--- config.mk ---
export PLATFORM = sky130hd
export DESIGN_NAME = ascii_uart_tx
export DESIGN_NICKNAME = d
export VERILOG_FILES = /design/src/rtl/ascii_uart_pkg.sv /design/src/rtl/char_fifo.sv /design/src/rtl/ascii_uart_tx.sv
export SDC_FILE = /design/constraint.sdc
export NUM_CORES = 1
export LEC_CHECK = 0
export CAP_MARGIN = 20
export CORE_ASPECT_RATIO = 0.8
export CORE_UTILIZATION = 55
export DETAILED_ROUTE_END_ITERATION = 8
export PLACE_DENSITY = 0.76
export SLEW_MARGIN = 10
export SYNTH_ARGS = -nofsm -noshare
export SYNTH_HDL_FRONTEND = slang
export SYNTH_SLANG_ARGS = --single-unit
--- constraint.sdc ---
create_clock -name clk -period 3 [get_ports clk]
set_input_delay 0.75 -clock clk [delete_from_list [all_inputs] [get_ports clk]]
set_output_delay 0.75 -clock clk [all_outputs]
set_load 0.005 [all_outputs]
--- src/rtl/ascii_uart_pkg.sv ---
// rtl/ascii_uart_pkg.sv - shared FSM state type and ASCII/UART constants for ascii_uart_tx
package ascii_uart_pkg;

  typedef enum logic [1:0] {
    IDLE  = 2'd0,
    START = 2'd1,
    DATA  = 2'd2,
    STOP  = 2'd3
  } uart_state_e;

  localparam logic [7:0] ASCII_NUL = 8'h00;
  localparam logic [7:0] ASCII_CR  = 8'h0D;
  localparam logic [7:0] ASCII_LF  = 8'h0A;

  localparam int UART_DATA_BITS = 8;

endpackage

--- src/rtl/char_fifo.sv ---
// rtl/char_fifo.sv - FIFO_DEPTH x WIDTH character buffer with MSB-compare full/empty
module char_fifo
  import ascii_uart_pkg::*;
#(
  parameter int FIFO_DEPTH = 4,
  parameter int WIDTH      = UART_DATA_BITS
) (
  input  logic             clk,
  input  logic             rst,
  input  logic             push,
  input  logic [WIDTH-1:0] din,
  input  logic             pop,
  output logic [WIDTH-1:0] dout,
  output logic             full,
  output logic             empty
);

  localparam int AW = $clog2(FIFO_DEPTH);
  localparam logic [AW:0] PTR_ONE = (AW + 1)'(1);

  logic [AW:0]      wr_ptr_q, wr_ptr_d;
  logic [AW:0]      rd_ptr_q, rd_ptr_d;
  logic [WIDTH-1:0] mem_q [FIFO_DEPTH];
  logic             do_push;
  logic             do_pop;

  // Extra pointer MSB distinguishes a full wrap from an empty buffer.
  assign empty = (wr_ptr_q == rd_ptr_q);
  assign full  = (wr_ptr_q[AW] != rd_ptr_q[AW]) &&
                 (wr_ptr_q[AW-1:0] == rd_ptr_q[AW-1:0]);

  assign do_push = push && !full;
  assign do_pop  = pop && !empty;
  assign dout    = mem_q[rd_ptr_q[AW-1:0]];

  always_comb begin
    wr_ptr_d = wr_ptr_q;
    rd_ptr_d = rd_ptr_q;
    if (do_push) begin
      wr_ptr_d = wr_ptr_q + PTR_ONE;
    end
    if (do_pop) begin
      rd_ptr_d = rd_ptr_q + PTR_ONE;
    end
  end

  always_ff @(posedge clk) begin
    if (rst) begin
      wr_ptr_q <= '0;
      rd_ptr_q <= '0;
    end else begin
      wr_ptr_q <= wr_ptr_d;
      rd_ptr_q <= rd_ptr_d;
    end
  end

  always_ff @(posedge clk) begin
    if (do_push) begin
      mem_q[wr_ptr_q[AW-1:0]] <= din;
    end
  end

endmodule

--- src/rtl/ascii_uart_tx.sv ---
// rtl/ascii_uart_tx.sv - buffered 8N1 UART transmitter for the transform character stream
// ASCII_UART_TX_CRLF_EN: send a dequeued NUL as CR then LF.
module ascii_uart_tx
  import ascii_uart_pkg::*;
#(
  parameter int CLKS_PER_BIT = 1042,
  parameter int FIFO_DEPTH   = 4
) (
  input  logic       clk,
  input  logic       rst,
  input  logic [7:0] char_in,
  input  logic       char_valid,
  output logic       char_ready,
  output logic       tx,
  output logic       busy
);

  localparam int BW = $clog2(CLKS_PER_BIT);
  localparam logic [BW-1:0] BAUD_LAST = BW'(CLKS_PER_BIT - 1);
  localparam logic [BW-1:0] BAUD_ONE  = BW'(1);
  localparam logic [2:0]    BIT_LAST  = 3'(UART_DATA_BITS - 1);

  uart_state_e state_q, state_d;
  logic [BW-1:0] baud_q, baud_d;
  logic [2:0]    bit_idx_q, bit_idx_d;
  logic [7:0]    shift_q, shift_d;
  logic          tx_q, tx_d;
  logic          busy_q, busy_d;
  logic          avail_q;
  logic          baud_done;

  logic          fifo_push;
  logic          fifo_pop;
  logic [7:0]    fifo_dout;
  logic          fifo_full;
  logic          fifo_empty;

`ifdef ASCII_UART_TX_CRLF_EN
  logic          lf_pend_q, lf_pend_d;
`endif

  assign char_ready = !fifo_full;
  assign fifo_push  = char_valid && !fifo_full;
  assign baud_done  = (baud_q == BAUD_LAST);
  assign tx         = tx_q;
  assign busy       = busy_q;

  char_fifo #(
    .FIFO_DEPTH (FIFO_DEPTH),
    .WIDTH      (8)
  ) u_fifo (
    .clk   (clk),
    .rst   (rst),
    .push  (fifo_push),
    .din   (char_in),
    .pop   (fifo_pop),
    .dout  (fifo_dout),
    .full  (fifo_full),
    .empty (fifo_empty)
  );

  always_comb begin
    state_d   = state_q;
    baud_d    = baud_q;
    bit_idx_d = bit_idx_q;
    shift_d   = shift_q;
    fifo_pop  = 1'b0;
`ifdef ASCII_UART_TX_CRLF_EN
    lf_pend_d = lf_pend_q;
`endif

    case (state_q)
      IDLE: begin
        baud_d    = '0;
        bit_idx_d = '0;
        // avail_q lags the FIFO by one cycle, fixing accept-to-start latency at two edges.
`ifdef ASCII_UART_TX_CRLF_EN
        if (lf_pend_q) begin
          shift_d   = ASCII_LF;
          lf_pend_d = 1'b0;
          state_d   = START;
        end else if (avail_q && !fifo_empty) begin
          fifo_pop = 1'b1;
          state_d  = START;
          if (fifo_dout == ASCII_NUL) begin
            shift_d   = ASCII_CR;
            lf_pend_d = 1'b1;
          end else begin
            shift_d = fifo_dout;
          end
        end
`else
        if (avail_q && !fifo_empty) begin
          fifo_pop = 1'b1;
          shift_d  = fifo_dout;
          state_d  = START;
        end
`endif
      end

      START: begin
        if (baud_done) begin
          baud_d    = '0;
          bit_idx_d = '0;
          state_d   = DATA;
        end else begin
          baud_d = baud_q + BAUD_ONE;
        end
      end

      DATA: begin
        if (baud_done) begin
          baud_d    = '0;
          shift_d   = {1'b0, shift_q[7:1]};
          bit_idx_d = bit_idx_q + 3'd1;
          if (bit_idx_q == BIT_LAST) begin
            state_d = STOP;
          end
        end else begin
          baud_d = baud_q + BAUD_ONE;
        end
      end

      STOP: begin
        if (baud_done) begin
          baud_d  = '0;
          state_d = IDLE;
        end else begin
          baud_d = baud_q + BAUD_ONE;
        end
      end

      default: begin
        baud_d  = '0;
        state_d = IDLE;
      end
    endcase

    // Line level follows the next state so tx changes on the same edge as the FSM.
    case (state_d)
      START:   tx_d = 1'b0;
      DATA:    tx_d = shift_d[0];
      default: tx_d = 1'b1;
    endcase

    // A pop always moves the FSM out of IDLE, so push alone decides FIFO occupancy here.
    busy_d = (state_d != IDLE) || !fifo_empty || fifo_push;
`ifdef ASCII_UART_TX_CRLF_EN
    busy_d = busy_d || lf_pend_d;
`endif
  end

  always_ff @(posedge clk) begin
    if (rst) begin
      state_q   <= IDLE;
      baud_q    <= '0;
      bit_idx_q <= '0;
      shift_q   <= '0;
      tx_q      <= 1'b1;
      busy_q    <= 1'b0;
      avail_q   <= 1'b0;
    end else begin
      state_q   <= state_d;
      baud_q    <= baud_d;
      bit_idx_q <= bit_idx_d;
      shift_q   <= shift_d;
      tx_q      <= tx_d;
      busy_q    <= busy_d;
      avail_q   <= !fifo_empty;
    end
  end

`ifdef ASCII_UART_TX_CRLF_EN
  always_ff @(posedge clk) begin
    if (rst) begin
      lf_pend_q <= 1'b0;
    end else begin
      lf_pend_q <= lf_pend_d;
    end
  end
`endif

endmodule

# Word level (Yosys, flattened, before mapping)

Memory sizes are Yosys's and may differ from the RTL's. A register that Yosys moved wholly into a read port is not among the register bits.
Index checks and enable logic that the tools add are counted.

Memory bits (writable): 32
Register bits: 33
Memories: 1
Output and inout port bits: 3
Input bits: 11
Word-level logic and storage cells: 65

Reduce and logical (&&, ||, !) cells: 16
Eq/ne operators: 13
Add/sub/neg operators: 4
Muxes and demuxes: 21

Memory list:

| name         | words | bits a word | rd ports | clocked after Yosys merged registers in | write ports | line            | text |
|---|---|---|---|---|---|---|---|
| u_fifo.mem_q | 4     | 8           | 1        | 1                                       | 1           | char_fifo.sv:23 | `logic [WIDTH-1:0] mem_q [FIFO_DEPTH];` |

Operator list:

| operator                                      | count |
|---|---|
| one-hot mux 11 bit (2 select lines)           | 1 |
| two-way mux 8 bit                             | 2 |
| one-hot mux 8 bit (2 select lines)            | 1 |
| two-way mux 2 bit                             | 7 |
| adder 11 x 1 -> 11 bit, second input constant | 1 |
| == test 11 bit, second input constant         | 1 |
| two-way mux 11 bit                            | 1 |
| adder 3 x 1 -> 3 bit, second input constant   | 3 |
| one-hot mux 3 bit (3 select lines)            | 1 |
| one-hot mux 2 bit (4 select lines)            | 1 |
| == test 2 bit, second input constant          | 3 |
| two-way mux 3 bit                             | 2 |
| inequality test 2 bit, second input constant  | 3 |
| AND reduction 3 bit                           | 2 |
| logical AND 1 bit                             | 5 |
| == test 2 x 1 -> 1 bit, second input constant | 2 |
| two-way mux 1 bit                             | 4 |
| nonzero test 2 bit                            | 2 |
| == test 3 bit                                 | 1 |
| == test 3 bit, second input constant          | 1 |
| nonzero test 3 bit                            | 1 |
| OR reduction 3 bit                            | 1 |
| == test 2 bit                                 | 1 |
| logical NOT 1 bit                             | 2 |
| 4 further kinds                               | 5 |

# Depth between registers and ports, before layout

Gate-level depths: netlist (run 1).

Word-level depth: 8
Depth in mapped cells: 8
Depth with buffers taken out: 7

# Modules after synthesis

From an unflattened synthesis (run 1), not the netlist that was laid out.

Cell total of the unflattened synthesis: 246
Area, all modules: 2974.1 um^2

Modules (own cells, without submodules):

| module        | cells an instance | seq. area each (um^2) | instances | area each (um^2) |
|---|---|---|---|---|
| char_fifo     | 110               | 1121.1                | 1         | 1731.7 |
| ascii_uart_tx | 136               | 540.5                 | 1         | 1242.4 |

# Worst setup path after synthesis (run 1)

No wires, ideal clock.

Path type: input to register
Start point: input char_valid
End point: memory u_fifo.mem_q[3][0], enable pin
Cell stages on the path: 3
Setup time: 0.340 ns
Data required time: 2.660 ns
Slack: 1.186 ns
Buffers on the path: 0
Arrival: 1.474 ns
Path through: inv_1 a31oi_1 and2_1

Cells in the longest elaborated chain, start to end: 4

RTL lines:

| item                                    | line                | text |
|---|---|---|
| start, declared                         | ascii_uart_tx.sv:12 | `input logic char_valid,` |
| logical AND 1 bit                       | ascii_uart_tx.sv:43 | `assign fifo_push = char_valid && !fifo_full;` |
| logical AND 1 bit                       | char_fifo.sv:32     | `assign do_push = push && !full;` |
| two-way mux 1 bit                       | char_fifo.sv:58     | `if (do_push) begin` |
| two-way mux 1 bit (implied by the code) | char_fifo.sv:59     | `mem_q[wr_ptr_q[AW-1:0]] <= din;` |
| end, declared                           | char_fifo.sv:23     |  |

Every way passes these cells.

# Worst setup path after layout (run 1)

Start point: register u_fifo.rd_ptr_q[2]
End point: output char_ready

Cells in the longest elaborated chain, start to end: 3

RTL lines:

| item                   | line                | text |
|---|---|---|
| start, declared        | char_fifo.sv:22     | `logic [AW:0] rd_ptr_q, rd_ptr_d;` |
| start signal, assigned | char_fifo.sv:53     | `rd_ptr_q <= rd_ptr_d;` |
| inequality test 1 bit  | char_fifo.sv:29     | `assign full = (wr_ptr_q[AW] != rd_ptr_q[AW]) &&` |
| logical AND 1 bit      | char_fifo.sv:29     |  |
| logical NOT 1 bit      | ascii_uart_tx.sv:42 | `assign char_ready = !fifo_full;` |
| end, declared          | ascii_uart_tx.sv:13 | `output logic char_ready,` |

Every way passes these cells.

==> flow_metrics.py, run 1 <==
metrics = {
    "run_status": {
        "status": "finished, final reports clean",
    },
    "clock_tree": {
        "cts_setup_buffers": 0,
        "clockRootBuffer": "clkbuf_8",
        "clock_path_buffers": 2,
        "htree_levels": 3,
        "clk_latency_ns": 0.34,
        "numCtsBuffers": 9,
        "cts_sinks": 67,
        "cts_hold_buffers": 0,
        "clk_pin_slew_ns": 0.07,
        "cts_tree": "built",
        "cts_resized": 0,
    },
    "critical_path": {
        "slowest_stage": "clkdlybuf4s50_1",
        "worst-endpoint-arrival_ns": 1.65,
        "cp_cell_sequence": "xor2_1 -> nand3_1 -> clkdlybuf4s50_1",
        "crit_type": "flop to output pin",
        "cp.depth": 3,
        "worst-path-buf-inv": 1,
        "required_ns": 2.25,
        "worst-path-max-fanout": 5,
        "slowest_delay_ns": 0.47,
        "worst_r2r_path_depth": 6,
        "endpoint_kind": "output pin",
        "start_kind": "flop",
        "crit_family": "buffers and inverters",
    },
    "global_routing": {
        "antenna_found_initial": 0,
        "grt_pass1_wl_um": 7640,
        "grt_pass1_vias": 1571,
        "grt_max_degree": 24,
        "grt.total_usage": 0.203,
        "gr-total-overflow": 0,
    },
    "synthesis": {
        "ys_types": 36,
        "synth_top_area_frac": 0.347,
        "syn-num-nets": 234,
        "synth_edf_count": 32,
        "ys_ff_latch": 67,
        "netlist_area_sq_um": 2770,
        "avgSynthCellArea_sq_um": 12.9,
        "synth_top_cell_by_area": "edfxtp_1",
        "ys.flop_type": "dfxtp_1",
        "synthArstFlopShare": 0,
        "synth_most_common_cell": "dfxtp_1",
        "synthCells": 214,
        "synth_seq_area_share": 0.600,
        "synth_warnings": 0,
        "ys_top_cells_by_count": "dfxtp_1 (35), edfxtp_1 (32), nor2_1 (31), nand2_1 (10), xnor2_1 (10)",
        "synth_area_leaders": "edfxtp_1 (35%), dfxtp_1 (25%), mux4_1 (6.6%)",
    },
    "flow_run": {
        "cap_viol_max_count": 0,
    },
    "final_layout": {
        "fin_util": 0.664,
        "drive_above_1_share": 0.0970,
        "num_antenna_cells": 0,
        "stdcell_area_sq_um": 3120,
        "syn_to_final_growth_pct": 12.8,
        "num-nets-final": 252,
    },
    "floorplan": {
        "fp.dieArea_sq_um": 5320,
        "dieWidth_um": 81.3,
        "rows": 22,
        "core_sq_um": 4710,
        "start_util": 0.588,
        "boundaryPins": 14,
        "die_y_um": 65.5,
    },
    "drt": {
        "routed-via-count": 1646,
        "drt_iter0_drc": 58,
        "first_pass_iters": 4,
        "wl_per_cell_um": 15.5,
        "wl_um": 4620,
        "drc": 0,
        "ant_nets": 0,
        "vias_per_cell": 5.54,
    },
    "placement": {
        "dp_slack_ns": 0.683,
        "gp_congestion": 0.770,
        "port_buffers": 13,
        "dp_hpwl_um": 3340,
        "place_area_sq_um": 2950,
    },
    "sta": {
        "max_clock_freq_mhz": 416,
        "skew_ns": 0.00924,
        "period_minus_slack_ns": 2.40,
        "final-setup-viol-count": 0,
        "max_slew.worst_pin.slew_ns": 0.616,
        "final.setup.worst_slack_ns": 0.597,
        "fin_crit_sh": 0.801,
        "rsz0062_at_grt": "no",
        "drv_slew": 0,
        "holdWs_ns": 0.460,
        "relSlewSlack": 0.588,
        "setup-tns-final_ns": 0,
        "finalHoldViolCount": 0,
    },
    "min_path": {
        "hold_path_class": "flop to flop",
        "whs_path_depth": 2,
    },
    "power_and_ir_drop": {
        "p_leak_nw": 1.12,
        "power_density_nw_per_um2": 594,
        "vdd_drop_max_uv": 454,
    },
}
==> power by group <==
part	internal, W	switching [W]
sequential	0.00100	0.0000336
clock	0.000305	0.000353
combinational	0.0000797	0.0000795
total	0.00139	0.000467
==> layout by cell type (no fill, tap or decap), types with 2 or more instances in the layout <==
cell type and n:
nor4b_2 2, nand4_1 2, and3_1 4, xnor2_1 10, mux2i_1 2, a21oi_1 8
nand2_1 10, nand3_1 7, ha_1 9, a22oi_1 8, dfxtp_1 35, nor3b_1 2
and2_1 4, inv_1 5, clkinv_4 3, a31oi_1 5, buf_4 2, nor2_1 31
nor2b_1 2, mux4_1 7, clkbuf_8 9, xor2_1 9, edfxtp_1 32, clkdlybuf4s50_1 13
inv_6 2
==> per-layer routing <==
layer  vias up  GRT usage  part of all wire
met5         -          0                 0
met4         0     0.0737             0.016
met3         8     0.0764             0.046
met2        36      0.273              0.40
met1       785      0.296              0.54
li1        817          -                 -
==> cells by family (layout without fill, tap and decap cells) <==
kind of cell,count (synthesis),in the layout,share of synthesized area
simple gates,67,67,0.119
compound gates,28,28,0.0728
xor+xnor,19,19,0.0601
fa+ha+maj,9,9,0.0407
buf+inv,13,36,0.0217
mux,11,11,0.0859
flops,67,67,0.600
==> per-stage QoR <==
| step | cells | power, W |
|---|---|---|
| final | 297 | 0.00186 |
| after floorplan | 214 | 0.00116 |
| after global placement | 281 | 0.00121 |
| after global routing | 297 | 0.00194 |
| after CTS | 297 | 0.00187 |
| after detailed placement | 281 | 0.00122 |
==> worst min-delay path: stages (launching register included) <==
cell     delay, ns
dfxtp_1       0.31
nand2_1       0.05
a21oi_1       0.05
==> state kept, by name, summed over array words and instances (netlist names), named ones only <==
signal and count:
baud_q 11, u_fifo.rd_ptr_q 3, shift_q 8, avail_q 1, u_fifo.mem_q 32, u_fifo.wr_ptr_q 3
bit_idx_q 3, state_q 2, tx 1, busy 1
==> cell type report <==
| class | instances | area [sq um] |
|---|---|---|
| sequential | 67 | 1660 |
| fill | 326 | 1580 |
| multi-input combinational | 134 | 1050 |
| timing repair buffer | 15 | 145 |
| clock buffer | 9 | 124 |
| tap | 60 | 75.1 |
| clock inverter | 7 | 52.6 |
| inverter | 5 | 18.8 |
==> worst paths after layout <==
kind | startpoint | end | slack (ns)
worst max register to register | baud_q[0] | shift_q[5] | 0.88
worst min register to register | shift_q[4] | shift_q[4] | 0.46
worst max-delay path | u_fifo.rd_ptr_q[2] | char_ready | 0.60
worst min-delay path | shift_q[4] | shift_q[4] | 0.46
Power figures use the tool's default switching activity.
==> run 2: changes to the inputs <==
==> constraint.sdc (replaced) <==
create_clock -name clk -period 2.3 [get_ports clk]
set_input_delay 0.575 -clock clk [delete_from_list [all_inputs] [get_ports clk]]
set_output_delay 0.575 -clock clk [all_outputs]
set_load 0.005 [all_outputs]
==> flow_metrics.py, run 2 (synthesis gave the netlist of run 1 again) <==
metrics = {
    "floorplan": {
        "fp.dieArea_sq_um": 5320,
        "boundaryPins": 14,
        "dieWidth_um": 81.3,
        "core_sq_um": 4710,
        "rows": 22,
        "die_y_um": 65.5,
        "start_util": 0.588,
    },
    "critical_path": {
        "worst-path-max-fanout": 6,
        "worst-endpoint-arrival_ns": 1.58,
        "crit_type": "flop to output pin",
        "endpoint_kind": "output pin",
        "worst_r2r_path_depth": 8,
        "crit-reg2reg-launch": "baud_q[1]",
        "worstReg2RegEnd": "tx",
        "required_ns": 1.73,
        "regToRegSetupSlack_ns": 0.38,
        "start_kind": "flop",
        "crit_start": "u_fifo.wr_ptr_q[0]",
    },
    "clock_tree": {
        "clockRootBuffer": "clkbuf_8",
        "cts_setup_buffers": 0,
        "cts_tree": "built",
        "cts_hold_buffers": 0,
        "clk_pin_slew_ns": 0.08,
        "clk_latency_ns": 0.34,
        "numCtsBuffers": 9,
        "clock_path_buffers": 2,
        "htree_levels": 3,
        "cts_sinks": 67,
    },
    "sta": {
        "fin_crit_sh": 0.936,
        "relSlewSlack": 0.661,
        "drv_slew": 0,
        "setup-tns-final_ns": 0,
        "rsz0062_at_grt": "no",
        "finalHoldViolCount": 0,
        "max_clock_freq_mhz": 464,
        "skew_ns": 0.00572,
        "period_minus_slack_ns": 2.15,
        "max_slew.worst_pin.slew_ns": 0.507,
        "final-setup-viol-count": 0,
    },
    "drt": {
        "drc": 0,
        "routed-via-count": 1660,
        "vias_per_cell": 5.50,
        "drt_iter0_drc": 68,
        "first_pass_iters": 5,
        "ant_nets": 0,
        "wl_um": 4590,
        "wl_per_cell_um": 15.2,
    },
    "global_routing": {
        "grt_max_degree": 24,
        "antenna_found_initial": 0,
        "grt_pass1_vias": 1537,
        "gr-total-overflow": 0,
        "grt.total_usage": 0.202,
        "grt_pass1_wl_um": 7470,
    },
    "placement": {
        "gp_congestion": 0.780,
        "port_buffers": 13,
        "dp_hpwl_um": 3340,
        "dp.cells": 286,
    },
    "power_and_ir_drop": {
        "power_density_nw_per_um2": 800,
        "p_leak_nw": 1.16,
        "vdd_drop_max_uv": 487,
    },
    "min_path": {
        "hold_path_class": "flop to flop",
        "hold_end": "shift_q[1]",
        "whs_path_depth": 2,
        "hp-start": "shift_q[1]",
    },
    "final_layout": {
        "layout_commonest_cell": "dfxtp_1",
        "largest_reg_flops": 32,
        "num-nets-final": 257,
        "nFillCells": 337,
        "final_cell_mix": "dfxtp_1 (35), edfxtp_1 (32), nor2_1 (31), clkdlybuf4s50_1 (13)",
        "num_antenna_cells": 0,
        "final_cells": 302,
        "drive_above_1_share": 0.124,
        "syn_to_final_growth_pct": 16.0,
    },
    "run_status": {
        "status": "finished, final reports clean",
    },
    "flow_run": {
        "cap_viol_max_count": 0,
    },
}
-- run 2: changes by cell type in the layout (fill, tap and decap cells not counted) --
cell,before,now
buf_12,0,1
buf_4,2,6
bufinv_16,0,1
clkinv_1,1,0
clkinv_4,3,1
inv_6,2,3
inv_8,0,1
xor2_1,9,8
xor2_2,0,1
-- run 2: how the worst max path moves through the flow --
stage                         end  slack (ns)  cells after the start
3_5_place_dp   u_fifo.mem_q[0][5]        0.10                      4
2_1_floorplan                  tx        0.64                      5
6_report               char_ready        0.15                      3
5_1_grt                char_ready        0.06                      3
4_1_cts                char_ready        0.04                      3
3_3_place_gp   u_fifo.mem_q[1][2]        0.14                      4
-- run 2: routing by layer --
layer / track usage / routed length [um] / vias up
met5: 0 / 0 / -
met4: 0.0871 / 81 / 0
met3: 0.0667 / 233 / 10
met2: 0.258 / 1800 / 38
met1: 0.305 / 2470 / 777
li1: - / - / 835
-- run 2: critical path: stages, from the launching register on --
cell,delay (ns)
dfxtp_1,0.49
xnor2_1,0.18
nand3_1,0.11
clkdlybuf4s50_1,0.46
-- run 2: final cells by class --
type	instances	area, sq um	share of cell area
Sequential cell	67	1660	0.518
Multi-Input combinational cell	134	1050	0.329
Timing Repair Buffer	20	195	0.0608
Clock buffer	9	124	0.0386
Clock inverter	7	81.3	0.0253
Tap cell	60	75.1	0.0234
Inverter	5	18.8	0.00585
-- run 2: through the flow --
stage / hold slack [ns] / setup slack (ns) / area, sq um / power (W) / util
floorplan: 0.437 / 0.638 / 2770 / 0.00152 / -
global placement: 0.448 / 0.139 / 3000 / 0.00159 / 0.637
detailed placement: 0.455 / 0.104 / 3000 / 0.00160 / 0.637
CTS: 0.464 / 0.0414 / 3200 / 0.00258 / 0.680
global route: 0.490 / 0.0632 / 3210 / 0.00267 / 0.682
finish: 0.465 / 0.147 / 3210 / 0.00257 / 0.682
-- run 2: what timing repair did --
action	4_1_cts	5_1_grt
endpoints found under the hold margin	0	0
setup endpoints to repair	0	1
gates resized for setup	0	1
-- run 2: where the power goes --
group | total (W) | switching [W] | internal (W)
combinational | 0.000225 | 0.000113 | 0.000112
clock | 0.000996 | 0.000478 | 0.000519
sequential | 0.00135 | 0.0000375 | 0.00131
total | 0.00257 | 0.000628 | 0.00194
==> run 3: changes to the inputs <==
--- a/config.mk
+++ b/config.mk
@@ -7,9 +7,10 @@
 export LEC_CHECK = 0
 export CAP_MARGIN = 20
 export CORE_ASPECT_RATIO = 0.8
-export CORE_UTILIZATION = 55
+export CORE_UTILIZATION = 48
 export DETAILED_ROUTE_END_ITERATION = 8
-export PLACE_DENSITY = 0.76
+export PLACE_DENSITY = 0.68
+export SETUP_SLACK_MARGIN = 0.4
 export SLEW_MARGIN = 10
 export SYNTH_ARGS = -nofsm -noshare
 export SYNTH_HDL_FRONTEND = slang
==> flow_metrics.py, run 3 (synthesis gave the netlist of run 1 again) <==
metrics = {
    "power_and_ir_drop": {
        "clkPwrFrac": 0.354,
        "seqPwrFrac": 0.550,
        "pwr-share-comb": 0.096,
        "p_switching_w": 0.000626,
        "power_density_nw_per_um2": 750,
        "sw_frac_of_total": 0.255,
        "vdd_drop_max_uv": 402,
        "internal_power_w": 0.00183,
        "p_leak_nw": 1.16,
    },
    "sta": {
        "setup-tns-final_ns": 0,
        "max_slew.worst_pin.slew_ns": 0.573,
        "skew_ns": 0.00592,
        "max_clock_freq_mhz": 553,
        "drv_slew": 0,
        "rsz0062_at_grt": "no",
        "final-setup-viol-count": 0,
        "holdWs_ns": 0.446,
        "relSlewSlack": 0.617,
        "fin_crit_sh": 0.786,
        "finalHoldViolCount": 0,
        "period_minus_slack_ns": 1.81,
    },
    "critical_path": {
        "endpoint_kind": "flop",
        "worst-path-max-fanout": 4,
        "worstReg2RegEnd": "tx",
        "required_ns": 2.53,
        "worst_r2r_path_depth": 6,
        "crit-reg2reg-launch": "u_fifo.wr_ptr_q[2]",
        "start_kind": "flop",
        "crit_type": "flop to flop",
        "regToRegSetupSlack_ns": 0.49,
        "worst-endpoint-arrival_ns": 2.04,
    },
    "drt": {
        "wl_per_cell_um": 14.3,
        "drc": 0,
        "drt_iter0_drc": 78,
        "routed-via-count": 1639,
        "first_pass_iters": 4,
        "wl_um": 4590,
        "vias_per_cell": 5.09,
        "ant_nets": 0,
    },
    "final_layout": {
        "num_antenna_cells": 0,
        "drive_above_1_share": 0.193,
        "layout_commonest_cell": "edfxtp_1",
        "final_cell_mix": "edfxtp_1 (32), nor2_1 (30), dfxtp_1 (27), clkdlybuf4s50_1 (12), nand2_1 (10)",
        "nFillCells": 428,
        "largest_reg_flops": 32,
        "stdcell_area_sq_um": 3270,
        "final_cells": 322,
        "multiInputGateArea_sq_um": 1100,
        "syn_to_final_growth_pct": 18.2,
        "num-nets-final": 259,
        "seqCellArea_sq_um": 1680,
    },
    "placement": {
        "dp_hpwl_um": 3270,
        "place_area_sq_um": 3000,
        "dp.cells": 303,
        "port_buffers": 13,
        "gp_congestion": 0.777,
    },
    "floorplan": {
        "dieWidth_um": 86.9,
        "boundaryPins": 14,
        "fp.dieArea_sq_um": 6080,
        "die_y_um": 69.9,
        "core_sq_um": 5500,
        "rows": 24,
        "start_util": 0.504,
    },
    "clock_tree": {
        "clock_path_buffers": 2,
        "clk_latency_ns": 0.35,
        "cts_sinks": 67,
        "htree_levels": 3,
        "clk_pin_slew_ns": 0.08,
        "clockRootBuffer": "clkbuf_8",
        "numCtsBuffers": 9,
        "cts_tree": "built",
    },
    "global_routing": {
        "antenna_found_initial": 0,
        "grt.total_usage": 0.171,
        "gr-total-overflow": 0,
        "grt_pass1_vias": 1466,
        "grt_max_degree": 24,
        "grt_pass1_wl_um": 7390,
    },
    "flow_run": {
        "cap_viol_max_count": 0,
    },
    "min_path": {
        "hp-start": "baud_q[0]",
        "hold_end": "baud_q[0]",
        "hold_path_class": "flop to flop",
        "whs_path_depth": 1,
    },
    "run_status": {
        "status": "finished, final reports clean",
    },
}
[run 3: changes by cell type in the layout (fill, tap and decap cells not counted), moves of 2 or more]
cell | previous run | this run
xnor2_2 | 0 | 2
xnor2_1 | 10 | 8
dfxtp_1 | 35 | 27
dfxtp_2 | 0 | 4
buf_4 | 6 | 9
dfxtp_4 | 0 | 4
[run 3: timing repair]
action	in CTS	in global routing
pin swaps	2	1
hold endpoints to repair	0	0
endpoints found under the setup margin	1	23
gates resized for setup	10	15
buffers inserted	1	2
hold buffers	0	0
[run 3: cell type report]
cell class | count | area share
Clock buffer | 9 | 0.0379
Clock inverter | 7 | 0.0157
Inverter | 5 | 0.00574
Multi-Input combinational cell | 134 | 0.337
Sequential cell | 67 | 0.514
Tap cell | 78 | 0.0298
Timing Repair Buffer | 22 | 0.0604
[run 3: worst max-delay path by stage]
stage,startpoint,to,slack (ns),cells after the start
after floorplan,flop,tx,0.64,5
after global placement,char_valid,u_fifo.mem_q[3][2],0.16,5
after detailed placement,char_valid,u_fifo.mem_q[3][3],0.17,5
after CTS,baud_q[1],baud_q[7],0.41,7
after global routing,baud_q[6],tx,0.40,5
final,u_fifo.wr_ptr_q[2],tx,0.49,6
[run 3: power groups by stage]
| stage | Clock [W] | Combinational [W] | Sequential [W] |
|---|---|---|---|
| 3_3_place_gp | 0 | 0.000219 | 0.00137 |
| 3_5_place_dp | 0 | 0.000221 | 0.00137 |
| 5_1_grt | 0.000947 | 0.000260 | 0.00136 |
| 4_1_cts | 0.000892 | 0.000226 | 0.00135 |
| 6_report | 0.000869 | 0.000236 | 0.00135 |
| 2_1_floorplan | 0 | 0.000156 | 0.00136 |
[run 3: routing by layer]
metal  track usage  routed length, um
met1         0.254               2430
met2         0.213               1860
met3        0.0780                238
met4        0.0667                 65
met5             0                  0
[run 3: stage by stage]
stage | power [W] | util | worst slack, ns
after global routing | 0.00256 | 0.595 | 0.397
after CTS | 0.00247 | 0.585 | 0.409
after detailed placement | 0.00159 | 0.546 | 0.166
after floorplan | 0.00152 | - | 0.638
after global placement | 0.00159 | 0.546 | 0.164
final | 0.00246 | 0.595 | 0.492
[run 3: worst max-delay path, stage by stage (launching register included)]
cell	delay, ns
dfxtp_2	0.35
xor2_2	0.18
buf_4	0.15
o31ai_2	0.23
mux2_2	0.38
a221oi_4	0.28
a31oi_1	0.11
